<file path="src/rtl/vga_sig_gen_param.sv">
// Parametrised VGA timing generator with a two-stage pixel pipeline:
// stage 1 issues the frame-buffer address, stage 2 registers sync, DE and palette colour.
`timescale 1ns/1ps
module vga_sig_gen_param #(
  parameter int unsigned H_DISP      = 640,
  parameter int unsigned H_FP        = 16,
  parameter int unsigned H_PW        = 96,
  parameter int unsigned H_BP        = 48,
  parameter int unsigned V_DISP      = 480,
  parameter int unsigned V_FP        = 10,
  parameter int unsigned V_PW        = 2,
  parameter int unsigned V_BP        = 29,
  parameter int unsigned PIX_DIV     = 4,
  parameter int unsigned SCALE_SHIFT = 2,
  parameter int unsigned FB_XW       = 8,
  parameter int unsigned FB_YW       = 7,
  parameter int unsigned PIX_BITS    = 1,
  parameter logic        HS_POL      = 1'b0,
  parameter logic        VS_POL      = 1'b0
) (
  input  logic                          CLK,
  input  logic                          RESET,
  input  logic [8*(2**PIX_BITS)-1:0]    PALETTE,
  output logic [FB_YW+FB_XW-1:0]        FB_ADDR,
  input  logic [PIX_BITS-1:0]           FB_DATA,
  output logic                          PIX_TICK,
  output logic                          VGA_HS,
  output logic                          VGA_VS,
  output logic                          VGA_DE,
  output logic [9:0]                    ADDRH,
  output logic [9:0]                    ADDRV,
  output logic [7:0]                    VGA_COLOUR,
  output logic                          FRAME_START
);

  localparam int unsigned H_TOT = H_PW + H_BP + H_DISP + H_FP;
  localparam int unsigned V_TOT = V_PW + V_BP + V_DISP + V_FP;
  localparam int unsigned HW    = $clog2(H_TOT);
  localparam int unsigned VW    = $clog2(V_TOT);
  localparam int unsigned DW    = (PIX_DIV > 1) ? $clog2(PIX_DIV) : 1;
  localparam int unsigned H_VS  = H_PW + H_BP;
  localparam int unsigned H_VE  = H_VS + H_DISP;
  localparam int unsigned V_VS  = V_PW + V_BP;
  localparam int unsigned V_VE  = V_VS + V_DISP;

  localparam logic [DW-1:0] DIV_MAX = DW'(PIX_DIV - 1);
  localparam logic [HW-1:0] H_MAX   = HW'(H_TOT - 1);
  localparam logic [VW-1:0] V_MAX   = VW'(V_TOT - 1);

  logic [DW-1:0]    div;
  logic [DW-1:0]    div_nxt;
  logic [HW-1:0]    h;
  logic [VW-1:0]    v;
  logic [31:0]      x32;
  logic [31:0]      y32;
  logic [FB_XW-1:0] fb_x;
  logic [FB_YW-1:0] fb_y;
  logic             h_vis;
  logic             v_vis;
  logic             vis_c;
  logic             hs_c;
  logic             vs_c;
  logic             s1_vis;
  logic             s1_hs;
  logic             s1_vs;
  logic [9:0]       s1_x;
  logic [9:0]       s1_y;

  always_comb begin
    div_nxt = (div == DIV_MAX) ? '0 : div + DW'(1);
  end

  // PIX_TICK is registered alongside the divider so it reads 0 while the divider sits in reset.
  always_ff @(posedge CLK) begin
    if (RESET) begin
      div      <= '0;
      PIX_TICK <= 1'b0;
    end else begin
      div      <= div_nxt;
      PIX_TICK <= (div_nxt == DIV_MAX);
    end
  end

  always_ff @(posedge CLK) begin
    if (RESET) begin
      h <= '0;
      v <= '0;
    end else if (PIX_TICK) begin
      if (h == H_MAX) begin
        h <= '0;
        v <= (v == V_MAX) ? '0 : v + VW'(1);
      end else begin
        h <= h + HW'(1);
      end
    end
  end

  always_comb begin
    x32   = 32'(h) - H_VS;
    y32   = 32'(v) - V_VS;
    fb_x  = FB_XW'(x32 >> SCALE_SHIFT);
    fb_y  = FB_YW'(y32 >> SCALE_SHIFT);
    h_vis = (32'(h) >= H_VS) && (32'(h) < H_VE);
    v_vis = (32'(v) >= V_VS) && (32'(v) < V_VE);
    vis_c = h_vis && v_vis;
    hs_c  = (32'(h) < H_PW);
    vs_c  = (32'(v) < V_PW);
  end

  always_ff @(posedge CLK) begin
    if (RESET) begin
      FB_ADDR <= '0;
      s1_vis  <= 1'b0;
      s1_hs   <= 1'b0;
      s1_vs   <= 1'b0;
      s1_x    <= '0;
      s1_y    <= '0;
    end else if (PIX_TICK) begin
      FB_ADDR <= vis_c ? {fb_y, fb_x} : '0;
      s1_vis  <= vis_c;
      s1_hs   <= hs_c;
      s1_vs   <= vs_c;
      s1_x    <= vis_c ? x32[9:0] : '0;
      s1_y    <= vis_c ? y32[9:0] : '0;
    end
  end

  // FB_DATA answers the stage-1 address, so colour lines up with the stage-1 copies.
  always_ff @(posedge CLK) begin
    if (RESET) begin
      VGA_HS      <= ~HS_POL;
      VGA_VS      <= ~VS_POL;
      VGA_DE      <= 1'b0;
      ADDRH       <= '0;
      ADDRV       <= '0;
      VGA_COLOUR  <= 8'h00;
      FRAME_START <= 1'b0;
    end else begin
      FRAME_START <= 1'b0;
      if (PIX_TICK) begin
        VGA_HS      <= s1_hs ? HS_POL : ~HS_POL;
        VGA_VS      <= s1_vs ? VS_POL : ~VS_POL;
        VGA_DE      <= s1_vis;
        ADDRH       <= s1_x;
        ADDRV       <= s1_y;
        VGA_COLOUR  <= s1_vis ? PALETTE[{FB_DATA, 3'b000} +: 8] : 8'h00;
        FRAME_START <= s1_vis && (s1_x == '0) && (s1_y == '0);
      end
    end
  end

endmodule

</file>
<file path="config.mk">
export PLATFORM = sky130hd
export DESIGN_NAME = vga_sig_gen_param
export DESIGN_NICKNAME = d
export VERILOG_FILES = /design/src/rtl/vga_sig_gen_param.sv
export SDC_FILE = /design/constraint.sdc
export NUM_CORES = 1
export LEC_CHECK = 0
export CORE_AREA = 2 2 108 110
export CTS_CLUSTER_DIAMETER = 150
export DETAILED_ROUTE_END_ITERATION = 16
export DIE_AREA = 0 0 110 112
export SLEW_MARGIN = 40
export SYNTH_ARGS = -nofsm -noshare
export SYNTH_HDL_FRONTEND = slang
export SYNTH_SLANG_ARGS = --single-unit
export TNS_END_PERCENT = 100
</file>
<file path="constraint.sdc">
create_clock -name CLK -period 3.3 [get_ports CLK]
set_clock_uncertainty 0.05 [all_clocks]
set_input_delay 0.66 -clock CLK [delete_from_list [all_inputs] [get_ports CLK]]
set_output_delay 0.66 -clock CLK [all_outputs]
set_load 0.05 [all_outputs]
</file>
==> flow_metrics.py <==
metrics = {
    "sta": {
        "timing.setup.tns_ns": 0,
        "rsz0062_at_grt": "no",
        "hold_violations": 0,
        "worstMarginPinSlew_ns": 0.593,
        "whs_ns": 0.403,
        "maxSlewViolCount": 0,
        "finalCritPeriodShare_pct": 79.2,
        "post-route-min-period_ns": 2.61,
        "setup_viol": 0,
        "max_freq_mhz": 383,
        "slew_headroom_pct": 60.1,
    },
    "die": {
        "die_x_microns": 110,
        "dieHeight_microns": 112,
        "ios": 67,
        "start_util_pct": 31.4,
        "rows": 39,
        "die-area_sq_mm": 0.0123,
        "core_area_sq_mm": 0.0112,
    },
    "worst_hold_path": {
        "hp-class": "flop to flop",
        "min_to": "div[0]",
        "hold_depth": 1,
        "holdCritStartpoint": "div[0]",
    },
    "clocking": {
        "cts.reportedPaths.clkPinSlew_ns": 0.06,
        "postCtsHoldBufs": 0,
        "htree_levels": 3,
        "root_buffer": "clkbuf_16",
        "cts_setup_buffers": 0,
        "ctsResizeCount": 0,
        "cts_inserted_buffers": 9,
        "clkSinkCount": 78,
        "max-clock-path-buffers": 2,
        "cts_tree": "built",
        "clk_latency_ns": 0.33,
    },
    "cells_and_area": {
        "multi_input_area_sq_mm": 0.00163,
        "final_nets": 458,
        "nFillCells": 1131,
        "drive_gt1_share_pct": 7.59,
        "seqCellArea_sq_mm": 0.00156,
        "insertedDiodeCount": 0,
        "layout_commonest_cell": "dfxtp_1",
        "syn_to_final_growth_pct": 26.5,
        "mostFrequentLayoutCells": "77 x dfxtp_1, 65 x clkdlybuf4s50_1, 52 x nor2_1",
        "layout.cells.non_filler": 578,
    },
    "placed_design": {
        "port_buffers": 66,
        "place.detailed.hpwl_mm": 5.68,
        "dp.cells": 562,
        "gp_congestion": 0.821,
    },
    "synthesis": {
        "yosys_warnings": 0,
        "yosysSeqAreaShare_pct": 44.5,
        "syn_inst": 394,
        "syn_area_sq_mm": 0.00351,
        "avgSynthCellArea_sq_um": 8.90,
        "synth_top_flop_cell": "dfxtp_1",
        "synth_edf_count": 0,
        "ys_types": 45,
        "synth_fp_nets": 422,
        "async_flop_share_pct": 0,
        "yosys_register_bits": 78,
    },
    "worst_setup_path": {
        "crit_path_start_kind": "flop",
        "r2r_slack_ns": 0.92,
        "crit_path_max_fanout": 21,
        "slowest_delay_ns": 0.92,
        "arrival_ns": 1.90,
        "slowest_stage": "clkdlybuf4s50_1",
        "timing.rr.start": "PIX_TICK",
        "reg2reg_to": "FB_ADDR[13]",
        "worstSetupStartpoint": "PIX_TICK",
        "crit_type": "flop to output port",
        "critPathTopFamily": "buffers and inverters",
        "path_cells": "clkdlybuf4s50_1",
        "reg2reg_depth": 6,
        "worstSetupEndpointType": "output port",
        "crit_required_ns": 2.59,
        "worstPathBufferInverterCount": 1,
    },
    "run_status": {
        "status": "completed",
    },
    "detailed_routing": {
        "route.detailed.drc": 0,
        "drt_iter0_markers": 153,
        "wirelength_mm": 8.24,
        "via_per_inst": 4.87,
        "wl_per_cell_microns": 14.3,
        "first_pass_iters": 4,
        "vias": 2817,
        "detail-route-antenna-nets": 0,
    },
    "power": {
        "vdd_drop_max_v": 0.000318,
        "power.density_mw_per_mm2": 460,
        "p_leak_uw": 0.00149,
    },
    "global_routing": {
        "overflow": 0,
        "grt_max_degree": 56,
        "grt_pass1_wl_mm": 13.7,
        "grt_pass1_vias": 2799,
        "antenna_found_initial": 0,
        "grtUsageTotal_pct": 14.1,
    },
    "run": {
        "max_cap_violations": 0,
    },
}
## sequential cells by signal, indices dropped and copies added (netlist names), 2 cells and up
name        count
h              10
ADDRV          10
s1_y            4
ADDRH          10
v              10
s1_x            2
div             2
FB_ADDR        14
VGA_COLOUR      8
## cells by family after synthesis
kind of cell,synth area share (%)
xor gates and xnor gates,4.74
buffers and inverters,8.92
muxes,8.56
adders and majority gates,3.21
and+or+nand+nor,18.3
DFF,44.5
AOI/OAI and AO/OA,11.7
## metrics by stage
stage | utilization [%] | cell area (sq um) | power, uW | setup WS [ns]
6_report | 39.7 | 4440 | 2040 | 0.687
5_1_grt | 39.7 | 4440 | 2110 | 0.603
4_1_cts | 39.7 | 4440 | 2060 | 0.669
3_5_place_dp | 37.0 | 4140 | 1070 | 0.945
3_3_place_gp | 37.0 | 4140 | 1070 | 0.998
2_1_floorplan | - | 3510 | 1040 | 1.11
## per-layer routing
| metal | vias to the layer above | GRT usage [%] | routed length, microns |
|---|---|---|---|
| met5 | - | 0 | 0 |
| met2 | 50 | 22.2 | 3780 |
| met4 | 0 | 7.00 | 146 |
| met1 | 1325 | 18.4 | 4060 |
| met3 | 10 | 2.34 | 248 |
| li1 | 1432 | - | - |
## cell type report
class                   count  area share (%)
clock inverters             5            1.33
multi-input cells         252            36.8
flip-flops and latches     78            35.2
well taps                 143            4.03
inverters                  18            1.52
clock buffers              11            5.47
repair buffers             71            15.6
## synthesized netlist by cell type (all sizes together) (7+ instances only)
master / number / area, sq um
inv: 17 / 63.8
buf: 24 / 161
o32ai: 7 / 61.3
a22oi: 9 / 67.6
o31ai: 14 / 105
nor2: 52 / 195
ha: 9 / 113
clkbuf: 22 / 83.8
a21oi: 10 / 50.1
nand3: 21 / 105
xnor2: 10 / 87.6
xor2: 9 / 78.8
nor4: 8 / 56.3
mux2: 8 / 90.1
nand2: 29 / 109
dfxtp: 78 / 1560
mux2i: 21 / 210
## power breakdown
part	switching (uW)	total (uW)	leakage, uW	internal (uW)
sequential	10.6	959	0.000629	949
clock	380	986	0.000142	606
combinational	50.1	94.4	0.000718	44.3
total	441	2040	0.00149	1600
## how the worst max path moves through the flow
stage | end | slack (ns) | depth (start not counted)
after CTS | PIX_TICK | 0.67 | 1
after floorplan | v[8] | 1.11 | 6
after global routing | PIX_TICK | 0.60 | 1
after detailed placement | FB_ADDR[13] | 0.95 | 6
after global placement | FB_ADDR[10] | 1.0 | 6
final | PIX_TICK | 0.69 | 1
Note: power is estimated with default switching activity, not from simulation.
